## config.mk

```make
export PLATFORM = sky130hd
export DESIGN_NAME = sd_clk_gen_resp
export DESIGN_NICKNAME = d
export VERILOG_FILES = /design/src/rtl/sd_clk_gen_resp_pkg.sv /design/src/rtl/sd_clk_gen_resp_divider.sv /design/src/rtl/sd_clk_gen_resp.sv
export SDC_FILE = /design/constraint.sdc
export NUM_CORES = 1
export LEC_CHECK = 0
export ABC_AREA = 1
export CAP_MARGIN = 10
export CORE_UTILIZATION = 33
export DETAILED_ROUTE_END_ITERATION = 7
export PLACE_DENSITY = 0.79
export SYNTH_ARGS = -nofsm -noshare
export SYNTH_HDL_FRONTEND = slang
export SYNTH_SLANG_ARGS = --single-unit
```

## constraint.sdc

```tcl
create_clock -name clk -period 1.8 [get_ports clk]
set_clock_uncertainty 0.05 [all_clocks]
set_input_delay 0.45 -clock clk [delete_from_list [all_inputs] [get_ports clk]]
set_output_delay 0.45 -clock clk [all_outputs]
set_load 0.01 [all_outputs]
```

## src/rtl/sd_clk_gen_resp_pkg.sv

```systemverilog
// Shared host-controller definitions: register offsets, write types,
// clock-control FSM encodings and the divider half-period decode.
package sd_clk_gen_resp_pkg;

  localparam logic [11:0] REG_CLK_CTRL = 12'h02C;
  localparam logic [11:0] REG_CAPS     = 12'h040;

  localparam logic [2:0] ATTR_SET = 3'h0;
  localparam logic [2:0] ATTR_OVR = 3'h1;
  localparam logic [2:0] ATTR_CLR = 3'h2;

  localparam logic [1:0] ST_OFF    = 2'd0;
  localparam logic [1:0] ST_SETTLE = 2'd1;
  localparam logic [1:0] ST_STABLE = 2'd2;

  localparam logic [7:0] FREQ_SEL_RST = 8'h40;

  typedef struct packed {
    logic [7:0] freq_sel;
    logic       sd_clk_en;
    logic       int_clk_en;
  } clk_ctrl_t;

  // Half period in clk cycles: weight of the highest set bit, minimum 1.
  function automatic logic [7:0] half_period(input logic [7:0] f);
    logic [7:0] h;
    casez (f)
      8'b1???????: h = 8'd128;
      8'b01??????: h = 8'd64;
      8'b001?????: h = 8'd32;
      8'b0001????: h = 8'd16;
      8'b00001???: h = 8'd8;
      8'b000001??: h = 8'd4;
      8'b0000001?: h = 8'd2;
      default:     h = 8'd1;
    endcase
    return h;
  endfunction

endpackage

```

## src/rtl/sd_clk_gen_resp_divider.sv

```systemverilog
// Half-period counter: toggles the SD clock every i_half cycles and
// flags each edge with a one-cycle strobe registered alongside it.
module sd_clk_divider
  import sd_clk_gen_resp_pkg::*;
(
  input  logic       i_clk,
  input  logic       i_rst,
  input  logic       i_en,
  input  logic       i_clr,
  input  logic [7:0] i_half,
  output logic       o_sd_clk,
  output logic       o_pos_strb,
  output logic       o_neg_strb
);

  logic [7:0] r_cnt;
  logic       r_sd_clk;
  logic       r_pos_strb;
  logic       r_neg_strb;
  logic       w_term;

  assign w_term = (r_cnt == (i_half - 8'd1));

  // Clear wins over enable so an abort drops the clock low without a strobe.
  always_ff @(posedge i_clk or posedge i_rst) begin
    if (i_rst) begin
      r_cnt      <= 8'd0;
      r_sd_clk   <= 1'b0;
      r_pos_strb <= 1'b0;
      r_neg_strb <= 1'b0;
    end else if (i_clr || !i_en) begin
      r_cnt      <= 8'd0;
      r_sd_clk   <= 1'b0;
      r_pos_strb <= 1'b0;
      r_neg_strb <= 1'b0;
    end else if (w_term) begin
      r_cnt      <= 8'd0;
      r_sd_clk   <= ~r_sd_clk;
      r_pos_strb <= ~r_sd_clk;
      r_neg_strb <= r_sd_clk;
    end else begin
      r_cnt      <= r_cnt + 8'd1;
      r_pos_strb <= 1'b0;
      r_neg_strb <= 1'b0;
    end
  end

  assign o_sd_clk   = r_sd_clk;
  assign o_pos_strb = r_pos_strb;
  assign o_neg_strb = r_neg_strb;

endmodule

```

## src/rtl/sd_clk_gen_resp.sv

```systemverilog
// SD host Clock Control register (02C), Capabilities readback (040),
// internal-clock settle FSM and the divided SD clock output.
module sd_clk_gen_resp
  import sd_clk_gen_resp_pkg::*;
#(
  parameter logic [7:0] BCF_MHZ       = 8'h32,
  parameter int         STABLE_CYCLES = 16
) (
  input  logic         clk,
  input  logic         reset,
  input  logic         wr_reg_strb,
  input  logic [11:0]  wr_reg_index,
  input  logic [31:0]  wr_reg_input,
  input  logic [2:0]   reg_attr,
  input  logic [11:0]  rd_reg_index,
  output logic [127:0] rd_reg_output,
  output logic         sd_clk,
  output logic         sd_clk_pos_strb,
  output logic         sd_clk_neg_strb,
  output logic         int_clk_stable,
  output logic [1:0]   o_dbg_state
);

  localparam int CW = (STABLE_CYCLES > 1) ? $clog2(STABLE_CYCLES) : 1;
  localparam logic [CW-1:0] TERM = CW'(STABLE_CYCLES - 1);

  clk_ctrl_t     r_ctrl;
  clk_ctrl_t     w_nx_ctrl;
  logic [1:0]    r_state;
  logic [1:0]    w_nx_state;
  logic [CW-1:0] r_cnt;
  logic [CW-1:0] w_nx_cnt;
  logic          w_wr;
  logic          w_run;
  logic          w_nx_run;
  logic [7:0]    w_half;
  logic          w_unused_wdata;

  // wr_reg_strb is a single-cycle qualifier; the write lands on that clock edge.
  assign w_wr = wr_reg_strb && (wr_reg_index == REG_CLK_CTRL);
  assign w_unused_wdata = ^{wr_reg_input[31:16], wr_reg_input[7:3], wr_reg_input[1]};

  always_comb begin
    w_nx_ctrl = r_ctrl;
    if (w_wr) begin
      case (reg_attr)
        ATTR_SET: begin
          w_nx_ctrl.int_clk_en = r_ctrl.int_clk_en | wr_reg_input[0];
          w_nx_ctrl.sd_clk_en  = r_ctrl.sd_clk_en | wr_reg_input[2];
          if (wr_reg_input[15:8] != 8'h00) w_nx_ctrl.freq_sel = wr_reg_input[15:8];
        end
        ATTR_OVR: begin
          w_nx_ctrl.int_clk_en = wr_reg_input[0];
          w_nx_ctrl.sd_clk_en  = wr_reg_input[2];
          w_nx_ctrl.freq_sel   = wr_reg_input[15:8];
        end
        ATTR_CLR: begin
          w_nx_ctrl.int_clk_en = r_ctrl.int_clk_en & ~wr_reg_input[0];
          w_nx_ctrl.sd_clk_en  = r_ctrl.sd_clk_en & ~wr_reg_input[2];
        end
        default: ;
      endcase
    end
  end

  // A new divide ratio must settle again before the SD clock may restart.
  always_comb begin
    w_nx_state = r_state;
    w_nx_cnt   = r_cnt;
    if (!w_nx_ctrl.int_clk_en) begin
      w_nx_state = ST_OFF;
      w_nx_cnt   = '0;
    end else if ((r_state == ST_OFF) || (w_nx_ctrl.freq_sel != r_ctrl.freq_sel)) begin
      w_nx_state = ST_SETTLE;
      w_nx_cnt   = '0;
    end else begin
      case (r_state)
        ST_SETTLE: begin
          if (r_cnt == TERM) begin
            w_nx_state = ST_STABLE;
            w_nx_cnt   = '0;
          end else begin
            w_nx_cnt = r_cnt + CW'(1);
          end
        end
        ST_STABLE: ;
        default: begin
          w_nx_state = ST_SETTLE;
          w_nx_cnt   = '0;
        end
      endcase
    end
  end

  always_ff @(posedge clk or posedge reset) begin
    if (reset) begin
      r_ctrl.freq_sel   <= FREQ_SEL_RST;
      r_ctrl.sd_clk_en  <= 1'b0;
      r_ctrl.int_clk_en <= 1'b0;
      r_state           <= ST_OFF;
      r_cnt             <= '0;
    end else begin
      r_ctrl  <= w_nx_ctrl;
      r_state <= w_nx_state;
      r_cnt   <= w_nx_cnt;
    end
  end

  always_ff @(posedge clk or posedge reset) begin
    if (reset) begin
      rd_reg_output <= '0;
    end else begin
      case (rd_reg_index)
        REG_CAPS:     rd_reg_output <= {112'b0, BCF_MHZ, 8'b0};
        REG_CLK_CTRL: rd_reg_output <= {112'b0, r_ctrl.freq_sel, 5'b0, r_ctrl.sd_clk_en,
                                        (r_state == ST_STABLE), r_ctrl.int_clk_en};
        default:      rd_reg_output <= '0;
      endcase
    end
  end

  // Counting needs the run condition both before and after this edge.
  assign w_run    = (r_state == ST_STABLE) && r_ctrl.sd_clk_en;
  assign w_nx_run = (w_nx_state == ST_STABLE) && w_nx_ctrl.sd_clk_en;
  assign w_half   = half_period(r_ctrl.freq_sel);

  sd_clk_divider u_div (
    .i_clk      (clk),
    .i_rst      (reset),
    .i_en       (w_run),
    .i_clr      (!w_nx_run),
    .i_half     (w_half),
    .o_sd_clk   (sd_clk),
    .o_pos_strb (sd_clk_pos_strb),
    .o_neg_strb (sd_clk_neg_strb)
  );

  assign int_clk_stable = (r_state == ST_STABLE);
  assign o_dbg_state    = r_state;

endmodule

```

======== Yosys cells after proc, flatten, opt, wreduce, memory -nomap -nowiden ========
Cells that the tools add are included.
storage, ports and cells
  output and inout port bits .............. 134
  logic and storage cells ................. 71
  register bits ........................... 155
  input bits .............................. 62
cells by class
  muxes and demuxes ....................... 22
  eq/ne operators ......................... 18
  bitwise gates (word level) .............. 7
  reduce and logical (&&, ||, !) cells .... 11
  $add $sub $neg .......................... 3
operators with widths
  kind                                                  number
  one-hot mux 8 bit (7 select lines)                    1
  one-hot mux 16 bit (2 select lines)                   1
  equality test 12 x 6 -> 1 bit, second input constant  2
  2-to-1 mux 8 bit                                      3
  one-hot mux 8 bit (2 select lines)                    1
  equality test 12 x 7 -> 1 bit, second input constant  1
  2-to-1 mux 4 bit                                      3
  2-to-1 mux 10 bit                                     1
  adder 8 x 1 -> 8 bit, second input constant           1
  equality test 8 bit                                   1
  != test 8 bit                                         1
  one-hot mux 4 bit (2 select lines)                    1
  nonzero test 8 bit                                    1
  subtractor 8 x 1 -> 8 bit, second input constant      1
  equality test 7 x 1 -> 1 bit, second input constant   1
  equality test 3 x 1 -> 1 bit, second input constant   2
  equality test 6 x 1 -> 1 bit, second input constant   1
  2-to-1 mux 1 bit                                      6
  2-to-1 mux 2 bit                                      3
  one-hot mux 2 bit (3 select lines)                    1
  equality test 5 x 1 -> 1 bit, second input constant   1
  adder 4 x 1 -> 4 bit, second input constant           1
  equality test 2 x 1 -> 1 bit, second input constant   2
  equality test 2 bit, second input constant            2
  14 further kinds                                      22

======== Logic depth before layout (Yosys ltp) ========
Gate-level depths: netlist (run 1).
  depth in word-level cells ............... 13
  mapped depth ............................ 16
  gate-level depth less buffers ........... 15

======== Modules after synthesis ========
From an unflattened synthesis (run 1), not the netlist that was laid out.
second synthesis, totals
  cell total of the unflattened synthesis .. 465
  area total of the unflattened synthesis .. 3363.2 um^2
by module, submodules not included
  module           sequential area each (um^2)  times used  cells an instance  area each (um^2)
  sd_clk_gen_resp  676.9                        1           344                2508.7
  sd_clk_divider   275.3                        1           121                854.6

======== Worst setup path after synthesis (run 1) ========
Ideal clock, no wire load.
  kind .................................... input to register
  start point ............................. input port wr_reg_index[1]
  end point ............................... register u_div.r_cnt[0]
  setup time .............................. 0.121 ns
  required time ........................... 1.629 ns
  path buffers ............................ 1
  arrival ................................. 1.791 ns
  cell stages on the path ................. 12
  setup slack ............................. -0.162 ns
  cells stage by stage .................... or2_0 nor2_2 nand3_1 nor2_2 buf_6 nand2_1 o211ai_2 nor2_2 nand3_1 nand2_2 nand3_2 nor2_1
between the ends
  word-level cells in the longest chain between the ends .. 12
ends and longest elaborated chain
  element                            RTL line                       source
  start: declaration                 sd_clk_gen_resp.sv:12          input logic [11:0] wr_reg_index,
  equality test 12 x 6 -> 1 bit (*)  sd_clk_gen_resp.sv:40          assign w_wr = wr_reg_strb && (wr_reg_index == REG_CLK_CTRL);
  logical AND 1 bit (*)              sd_clk_gen_resp.sv:40
  2-to-1 mux 10 bit (*)              sd_clk_gen_resp.sv:45          if (w_wr) begin
  != test 8 bit                      sd_clk_gen_resp.sv:73          end else if ((r_state == ST_OFF) || (w_nx_ctrl.freq_sel != r_ctrl.freq_sel)) begin
  logical OR 1 bit                   sd_clk_gen_resp.sv:73
  2-to-1 mux 2 bit                   sd_clk_gen_resp.sv:73
  2-to-1 mux 2 bit                   sd_clk_gen_resp.sv:70          if (!w_nx_ctrl.int_clk_en) begin
  equality test 2 bit                sd_clk_gen_resp.sv:124         assign w_nx_run = (w_nx_state == ST_STABLE) && w_nx_ctrl.sd_clk_en;
  logical AND 1 bit (*)              sd_clk_gen_resp.sv:124
  logical NOT 1 bit (*)              sd_clk_gen_resp.sv:131         .i_clr (!w_nx_run),
  logical OR 1 bit (*)               sd_clk_gen_resp_divider.sv:31  end else if (i_clr || !i_en) begin
  2-to-1 mux 8 bit (*)               sd_clk_gen_resp_divider.sv:31
  end signal: assignment             sd_clk_gen_resp_divider.sv:42  r_cnt <= r_cnt + 8'd1;
  end: declaration                   sd_clk_gen_resp_divider.sv:16  logic [7:0] r_cnt;
Mark *: on every way between the ends. The rest lies on a longest branch, timed or not.
A chain may end at the register's enable or synchronous reset.

======== Final worst setup path (run 1) ========
  start point ............................. input port wr_reg_input[9]
  end point ............................... register u_div.r_cnt[3]
between the ends
  word-level cells in the longest chain between the ends .. 13
ends and longest elaborated chain
  element                                 RTL line                       source
  start: declaration                      sd_clk_gen_resp.sv:13          input logic [31:0] wr_reg_input,
  nonzero test 8 bit                      sd_clk_gen_resp.sv:50          if (wr_reg_input[15:8] != 8'h00) w_nx_ctrl.freq_sel = wr_reg_input[15:8];
  2-to-1 mux 8 bit                        sd_clk_gen_resp.sv:50
  one-hot mux 8 bit (2 select lines) (*)  sd_clk_gen_resp.sv:46          case (reg_attr)
  2-to-1 mux 10 bit (*)                   sd_clk_gen_resp.sv:45
  != test 8 bit (*)                       sd_clk_gen_resp.sv:73
  logical OR 1 bit (*)                    sd_clk_gen_resp.sv:73
  2-to-1 mux 2 bit (*)                    sd_clk_gen_resp.sv:73
  2-to-1 mux 2 bit (*)                    sd_clk_gen_resp.sv:70
  equality test 2 bit (*)                 sd_clk_gen_resp.sv:124
  logical AND 1 bit (*)                   sd_clk_gen_resp.sv:124
  logical NOT 1 bit (*)                   sd_clk_gen_resp.sv:131
  logical OR 1 bit (*)                    sd_clk_gen_resp_divider.sv:31
  2-to-1 mux 8 bit (*)                    sd_clk_gen_resp_divider.sv:31
Marks and branches as above.

==> impl_metrics.toml, run 1 <==
[setup_path]
cp_cell_sequence = "buf_8, nor2_4, nand4_1, nor2_4, nor2_4, buf_12, buf_16, nand3_2, nand4_1, nor2_2, nand3_2, nor2_4, nand3_4, nor2_1"
critical_path_class = "in -> reg"
start_kind = "primary input"
cp_common_cell = "nor2_4"
r2r-end = "u_div.r_cnt[3]$_DFF_PP0_"
rr_startpoint = "r_ctrl[9]$_DFF_PP0_"
crit_path_end_kind = "flop"
cp.arrival_ns = 2.32
required_ns = 1.97
path_buf_inv = 3
critPathMaxFanout = 7
crit_path_max_incr_delay_ns = 0.20
cp_slowest_cell = "nor2_2"
reg2reg_depth = 11
r2r_slack_ns = -0.13
crit_family = "simple AND/OR/NAND/NOR gates"

[pwr]
p_sw_uw = 494
share_seq_of_total_power_pct = 48.5
power.share.clock_pct = 34.8
switching_share_pct = 28.1
peakVddDrop_v = 0.000231
combPwrFrac_pct = 16.7
power.density_nw_per_um2 = 450
p_leak_nw = 2.01
totalPowerFinal_mw = 1.76
intPower_mw = 1.27

[sta]
final-max-slew-violation-count = 0
post-route-period-util_pct = 119
rsz0062_at_grt = "true"
period_needed_ns = 2.15
final.setup.worst_slack_ns = -0.347
setup_viol = 17
hold_viol = 0
fmax_mhz = 466

[synthesis]
ys.warnings.count = 0
ys.flop_type = "dfrtp_1"
ys_seq_area_share_pct = 31.5
synth.area.mux_share_pct = 0
syn_area_um2 = 3030
ys_types = 31
synth_edf_count = 0
synth_top_family_by_area = "buffers and inverters"
synth_xor_area_share_pct = 4.05
synth_compound_area_share_pct = 5.17
avgSynthCellArea_um2 = 7.84
synth-simple-area-share_pct = 20.6
netlist_instances = 386
synth_fa_ha_area_share_pct = 2.48
ys_async_sr_fraction_pct = 100
ys_ff_latch = 38

[detailed_routing]
drt_iter0_drc = 120
dr.max_layer_used = "met4"
wl_per_cell_um = 11.2
viasPerCell = 4.21
wl_met2_mm = 3.65
drc = 12
first_pass_iters = 6
wl_met1_mm = 2.38
ant_nets = 0
num_vias = 2539
wl_mm = 6.78
wl_met3_um = 487

[clocking]
tritoncts = "built"
htree_levels = 2
clockBufferDepth = 2
insertion_delay_ns = 0.29
cts.sink_count = 38
cts_made_buffers = 5
path_clk_slew_ns = 0.07
holdBufCountCts = 0
cts-root-buf = "clkbuf_8"

[layout]
synthToLayoutAreaGrowth_pct = 29.3
final_nets = 562
final_cells = 603
drive_above_1_share_pct = 26.7
final_cell_mix = "117 x conb_1, 45 x buf_4, 39 x inv_1"
layout_commonest_cell = "conb_1"
diodes = 0

[place]
dp.cells = 576
port-buffer-count = 56
hpwl_mm = 4.70
place_congestion = 0.852

[global_routing]
grt.overflow.total = 0
grt_pass1_vias = 2420
antenna_found_initial = 0
grt_pass1_wl_mm = 10.4
grt_usage_pct = 13.5
grt_max_degree = 39

[outcome]
violations = "design-rule violations, negative setup slack"
outcome = "finished, violations left"

[floorplanning]
start_util_pct = 34.4
die_y_um = 97.8
pin_count = 196
dieArea_um2 = 9560
rows = 34
fp.dieW_um = 97.8
coreArea_um2 = 8810

[min_path]
hold_path.class = "in -> async"

[job]
cap_viol_max_count = 0
synth_stat cells (2+ instances only):
cell type,instances,area [um2]
buf_4,117,878
inv_1,48,180
dfrtp_1,37,926
nor2_1,35,131
nand2_1,29,109
nand3_1,28,140
o21ai_0,19,95.1
nand4_1,11,68.8
xor2_1,11,96.3
ha_1,6,75.1
nor4_1,6,37.5
a21oi_1,5,25.0
nor3_1,5,25.0
nor2_2,4,25.0
nand3b_1,3,22.5
xnor2_1,3,26.3
buf_6,2,22.5
clkbuf_1,2,7.51
nand2_2,2,12.5
nand3_2,2,20.0
through the flow:
step / util (%) / hold slack (ns) / TNS [ns] / instance area [um2] / worst slack, ns
after floorplan: - / 0.419 / -2.04 / 3480 / -0.143
after global placement: 40.0 / 0.444 / -14.67 / 3520 / -0.784
after detailed placement: 40.0 / 0.458 / -16.41 / 3520 / -0.840
after CTS: 42.9 / 0.458 / -2.32 / 3780 / -0.204
after global routing: 44.4 / 0.489 / -6.32 / 3910 / -0.449
final: 44.4 / 0.451 / -4.73 / 3910 / -0.347
state kept, by name, summed over array words and instances, names as in the netlist:
name	count
u_div.r_cnt	8
u_div.o_neg_strb	1
u_div.o_pos_strb	1
rd_reg_output	11
r_ctrl	10
u_div.o_sd_clk	1
r_cnt	4
o_dbg_state	2
timing repair:
item	in CTS	in global routing
gates cloned	2	0
setup buffers	12	6
setup endpoints to repair	21	21
pin swaps	13	8
resized for setup	121	24
final cells by class:
| cell class | count | area (um2) |
|---|---|---|
| Clock buffer | 7 | 86.3 |
| Clock inverter | 1 | 5.00 |
| Fill cell | 839 | 4890 |
| Inverter | 49 | 184 |
| Multi-Input combinational cell | 294 | 1580 |
| Sequential cell | 38 | 952 |
| Tap cell | 108 | 135 |
| Timing Repair Buffer | 106 | 968 |
power by group through the flow:
| stage | registers (mW) | clock network [mW] | logic [mW] |
|---|---|---|---|
| after global routing | 0.854 | 0.661 | 0.322 |
| after floorplan | 0.871 | 0 | 0.333 |
| after global placement | 0.871 | 0 | 0.276 |
| after detailed placement | 0.871 | 0 | 0.279 |
| after CTS | 0.854 | 0.627 | 0.277 |
| final | 0.854 | 0.612 | 0.294 |
per-layer routing:
layer,vias up,track usage (%)
met2,126,24.1
met3,26,3.51
met1,1184,13.7
met5,-,0
met4,0,9.67
li1,1203,-
cells by family (layout without fill, tap and decap cells):
group,count (synthesis),count (layout)
buf+inv,170,163
simple gates,129,129
flops,38,38
compound gates,28,28
xor+xnor,14,14
fa+ha+maj,6,6
other cells,1,117
worst max path at each step:
stage	start	to	slack, ns	depth (start not counted)
2_1_floorplan	wr_reg_index[1]	u_div.r_cnt[0]$_DFF_PP0_	-0.14	14
3_3_place_gp	reg_attr[0]	u_div.o_neg_strb$_DFF_PP0_	-0.78	13
3_5_place_dp	wr_reg_index[5]	r_cnt[2]$_DFFE_PP0P_	-0.84	16
4_1_cts	wr_reg_input[9]	u_div.o_neg_strb$_DFF_PP0_	-0.20	15
5_1_grt	wr_reg_input[9]	u_div.r_cnt[0]$_DFF_PP0_	-0.45	14
6_report	wr_reg_input[9]	u_div.r_cnt[3]$_DFF_PP0_	-0.35	14
worst min-delay path: stages:
cell and delay, ns:
clkdlybuf4s50_1 0.39, inv_1 0.09, buf_12 0.22
Power figures use the tool's default switching activity.
==> run 2, diff against run 1 <==
--- a/config.mk
+++ b/config.mk
@@ -10,6 +10,7 @@
 export CORE_UTILIZATION = 33
 export DETAILED_ROUTE_END_ITERATION = 7
 export PLACE_DENSITY = 0.79
+export SLEW_MARGIN = 20
 export SYNTH_ARGS = -nofsm -noshare
 export SYNTH_HDL_FRONTEND = slang
 export SYNTH_SLANG_ARGS = --single-unit
==> results of run 2 <==
The final DEF is identical to that of run 1; final timing and power are the same.
==> patch 1 (flow settings as in run 1) <==
Reset style: synchronous (`i_rst` and `reset`), changed in 3 clocked blocks.
--- a/src/rtl/sd_clk_gen_resp_divider.sv
+++ b/src/rtl/sd_clk_gen_resp_divider.sv
@@ -23,5 +23,5 @@
 
   // Clear wins over enable so an abort drops the clock low without a strobe.
-  always_ff @(posedge i_clk or posedge i_rst) begin
+  always_ff @(posedge i_clk) begin
     if (i_rst) begin
       r_cnt      <= 8'd0;
--- a/src/rtl/sd_clk_gen_resp.sv
+++ b/src/rtl/sd_clk_gen_resp.sv
@@ -93,5 +93,5 @@
   end
 
-  always_ff @(posedge clk or posedge reset) begin
+  always_ff @(posedge clk) begin
     if (reset) begin
       r_ctrl.freq_sel   <= FREQ_SEL_RST;
@@ -107,5 +107,5 @@
   end
 
-  always_ff @(posedge clk or posedge reset) begin
+  always_ff @(posedge clk) begin
     if (reset) begin
       rd_reg_output <= '0;
Behaviour: differs if reset is asserted again (counterexample within 4 cycles, from zero or initial values and one cycle with reset high); with reset held inactive, the same outputs for 10 cycles.
==> patch 1 against run 1 <==
- synthesized area decreased by 1.3%
- the run ends with setup timing left
- worst setup slack better by 110 ps
- final cell count up 5.0%
- cell area grew 1.5%
- total power rose by 1.8%
- worst hold slack got worse by 19 ps
- wire length increased by 9.1%
- highest routed layer unchanged
- sequential cell count is the same
==> patch 1: results (changes against run 1) <==
| Metric | Value |
|---|---|
| Worst hold path class | flop to flop |
| Post-synth top cells | buf_4, inv_1, dfxtp_1, nand2_1, nor2_1 |
| GRT Resource Usage Total | 14.4% (+0.92 points) |
| Outcome | complete, but fails checks |
| Final setup viols | 17 (unchanged) |
| Vias after detailed routing | 2679 (+5.5%) |
| Top FF cell, synth | dfxtp_1 |
| Area post-placement | 3560 um2 (+1.1%) |
| Failing checks | setup timing |
| Drt first pass iters | 4 (-2) |
| Leakage power | 1.83 nW (-9.3%) |
| Reg2reg end | u_div.r_cnt[5]$_SDFF_PP0_ |
| Worst R2R Setup Slack | -90 ps (+40 ps) |
| Peak supply drop | 0.000264 V (+15%) |
| Final net count | 592 (+5.3%) |
| Crit path DAT | 2220 ps (-100 ps) |
| Layout cells sized above 1 | 32.4% (+5.7 points) |
| Final WS setup | -237 ps (+110 ps) |
| Vias in the first global route | 2422 (+0.083%) |
| RePlAce Congestion | 0.868 (+1.9%) |
| Sequential area share after synthesis | 25.5% (-6.0 points) |
| Largest net degree at the start of global routing | 22 (-44%) |
| Synth cell types | 35 (+13%) |
| Place WS | -879 ps (-38.9 ps) |
| Asr flop ratio synth | 0% (-100 points) |
## patch 1: power by group through the flow
| stage | Clock, mW | Combinational (mW) | Sequential (mW) |
|---|---|---|---|
| 2_1_floorplan | 0 | 0.330 | 0.860 |
| 3_3_place_gp | 0 | 0.289 | 0.860 |
| 3_5_place_dp | 0 | 0.291 | 0.860 |
| 4_1_cts | 0.633 | 0.303 | 0.840 |
| 5_1_grt | 0.668 | 0.352 | 0.840 |
| 6_report | 0.628 | 0.325 | 0.840 |
## patch 1: logic make-up (layout without fill, tap and decap cells)
| logic type | Yosys count | after routing | synth area share [%] |
|---|---|---|---|
| buf+inv | 167 | 173 | 36.0 |
| flops | 38 | 38 | 25.5 |
| other cells | 1 | 117 | 0.126 |
| compound gates | 24 | 24 | 4.90 |
| simple gates | 152 | 154 | 27.1 |
| fa+ha+maj | 6 | 6 | 2.51 |
| xor+xnor | 13 | 13 | 3.81 |
## patch 1: worst max path at each step
stage,from,cells past startpoint,end
after floorplan,wr_reg_index[5],14,u_div.r_cnt[6]$_SDFF_PP0_
after global placement,wr_reg_input[10],15,u_div.r_cnt[1]$_SDFF_PP0_
after detailed placement,wr_reg_input[11],15,u_div.r_cnt[5]$_SDFF_PP0_
after CTS,wr_reg_input[11],14,u_div.r_cnt[0]$_SDFF_PP0_
after global routing,wr_reg_input[12],14,u_div.r_cnt[5]$_SDFF_PP0_
final,wr_reg_input[12],14,u_div.r_cnt[5]$_SDFF_PP0_
## patch 1: metal layers
metal,vias up,share of wire (%),GRT usage [%]
met5,-,0,0
met4,0,2.5,5.86
met3,20,6.4,3.60
met2,120,52,24.4
met1,1249,39,17.4
li1,1290,-,-
## patch 1: per-stage QoR
| step | std cells | hold WS [ps] |
|---|---|---|
| after floorplan | 517 | 389 |
| after global routing | 633 | 462 |
| after CTS | 622 | 426 |
| after detailed placement | 602 | 419 |
| final | 633 | 432 |
| after global placement | 602 | 412 |
## patch 1: layout make-up
class / count / area, um2 / area share [%]
Clock buffer: 7 / 86.3 / 2.17
Tap cell: 108 / 135 / 3.40
Clock inverter: 1 / 5.00 / 0.126
Timing Repair Buffer: 119 / 986 / 24.8
Multi-Input combinational cell: 314 / 1820 / 45.8
Sequential cell: 38 / 762 / 19.2
Inverter: 46 / 179 / 4.51
## patch 1: repair_timing
action | CTS | global route
buffers inserted | 11 | 11
setup endpoints to repair | 30 | 34
gates cloned | 2 | 0
pin swaps | 23 | 41
gates resized for setup | 77 | 76
## patch 1: worst min-delay path: cells and delay by family (launching register included)
| kind | cells | cell delay (ps) |
|---|---|---|
| DFF | 1 | 320 |
| buffers and inverters | 1 | 70 |
| and+or+nand+nor | 1 | 50 |
==> patch 2 (config.mk and constraints of run 1) <==
Made on the original files. Set the parameter `STABLE_CYCLES` to 64 (it was 16).
--- a/src/rtl/sd_clk_gen_resp.sv
+++ b/src/rtl/sd_clk_gen_resp.sv
@@ -5,5 +5,5 @@
 #(
   parameter logic [7:0] BCF_MHZ       = 8'h32,
-  parameter int         STABLE_CYCLES = 16
+  parameter int         STABLE_CYCLES = 64
 ) (
   input  logic         clk,
Check against the original RTL: no difference found for any inputs over 10 cycles, from zero or initial values and one cycle with reset high; that may be too few to reach the edited logic, so the function may still have changed.
==> patch 2 against run 1 <==
- the flow finishes with violations (setup timing)
- fmax increased by 6.3%
- combinational power increased by 3%
- clock power increased by 67%
- total power increased by 26%
- count of clock-buffer cells in the layout decreased by 2
- critical path depth increased by 1
- final cell count increased by 8.8%
- synthesized area increased by 6.0%
- sequential power increased by 5.3%
- sequential cell count increased by 2
- wire length increased by 4.6%
- worst setup slack improved by 130 ps
- cell area increased by 7.5%
- first-iteration DRC count decreased by 29%
- critical endpoint is now u_div.r_cnt[7]$_DFF_PP0_
- largest power group is now the clock network
==> patch 2: results (changes against run 1) <==
| Metric | Value |
|---|---|
| Outcome | complete, but fails checks |
| Failing checks | setup timing |
| Worst-case reg-to-reg path depth | 10 (-1) |
| Final net count | 594 (+5.7%) |
| Fill cells | 901 (+7.4%) |
| Worst R2R Setup Slack | -90 ps (+40 ps) |
| Pwr dens | 528 nW/um2 (+17%) |
| Crit Reg-Reg Startpoint | r_cnt[0]$_DFFE_PP0P_ |
| Post-synth top cells | buf_4, inv_1, dfrtp_1, nand2_1, nor2_1 |
| Avg WL per Cell | 10.8 um (-3.8%) |
| CP startpoint | wr_reg_index[1] |
| Vias in the first global route | 2539 (+4.9%) |
| Final setup viols | 19 (+2) |
| RePlAce Congestion | 0.852 (about the same) |
| P_sw | 0.523 mW (+5.9%) |
| GRT Resource Usage Total | 14.0% (+0.51 points) |
| Synth cell types | 39 (+26%) |
| Dpl hpwl | 5260 um (+12%) |
| Area post-placement | 3770 um2 (+7.0%) |
| Layout cells sized above 1 | 29.0% (+2.4 points) |
| Reg power frac | 40.5% (-8.0 points) |
| Crit path DAT | 2170 ps (-150 ps) |
| End of the critical path | u_div.r_cnt[7]$_DFF_PP0_ |
| First-pass GRT wire length | 11200 um (+7.3%) |
| Hold WS | 445 ps (-6.43 ps) |
| Slowest cell on crit path | nor2_4 |
| Reg2reg end | u_div.r_cnt[1]$_DFF_PP0_ |
| Vias after detailed routing | 2699 (+6.3%) |
| Place WS | -885 ps (-45.1 ps) |
| Placed insts | 629 (+9.2%) |
| Detailed Route Iter0 Violations | 85 (-29%) |
| H-tree depth | 2 (unchanged) |
| Final WS setup | -219 ps (+128 ps) |
| Setup TNS | -3180 ps (+1550 ps) |
| Peak supply drop | 0.000309 V (+34%) |
| Via density | 4.11 (-2.3%) |
| PostCTS Resize Cnt | 112 (-7.4%) |
| Share of power burned in combinational logic | 13.6% (-3.1 points) |
| Final Instance Area | 4210 um2 (+7.5%) |
| Worst stage delay on the critical path | 240 ps (+40 ps) |
| Largest net degree at the start of global routing | 41 (+5.1%) |
| Synthesized instance count | 412 (+6.7%) |
| Max FO, Critical Path | 8 (+1) |
| Largest cells by area after synthesis | dfrtp_1, buf_4, inv_1, nand3_1, nand2_1 |
| Drt first pass iters | 4 (-2) |
| Setup Fix Bufs, Post-CTS | 14 (+2) |
| Sequential area share after synthesis | 31.2% (-0.23 points) |
-- patch 2: cell count changes in the layout (fill, tap and decap cells not counted), moves of 4 or more --
cell,change
a21oi_1,+4
buf_4,+7
clkbuf_2,+7
nand2_1,+7
nor2_1,+5
nor3_1,+6
xor2_1,-5
-- patch 2: cell type report --
type | count | share of cell area (%)
inverter | 49 | 4.37
clock inverter | 3 | 2.14
clock buffer | 5 | 1.64
sequential | 40 | 23.8
multi-input combinational | 317 | 41.8
tap | 129 | 3.84
timing repair buffer | 113 | 22.4
-- patch 2: per-layer routing --
layer  up-vias  GRT usage, %  share of wire (%)
met5         -             0                  0
met1      1263          15.2                 39
met3        13          3.26                6.0
met2       112          26.9                 54
li1       1311             -                  -
met4         0          4.01                1.7
-- patch 2: logic make-up after synthesis --
logic type | share of synthesized area [%]
AOI/OAI and AO/OA | 6.59
xor gates and xnor gates | 2.18
adders and majority gates | 2.34
buffers and inverters | 34.4
DFF | 31.2
other | 0.117
and+or+nand+nor | 23.2
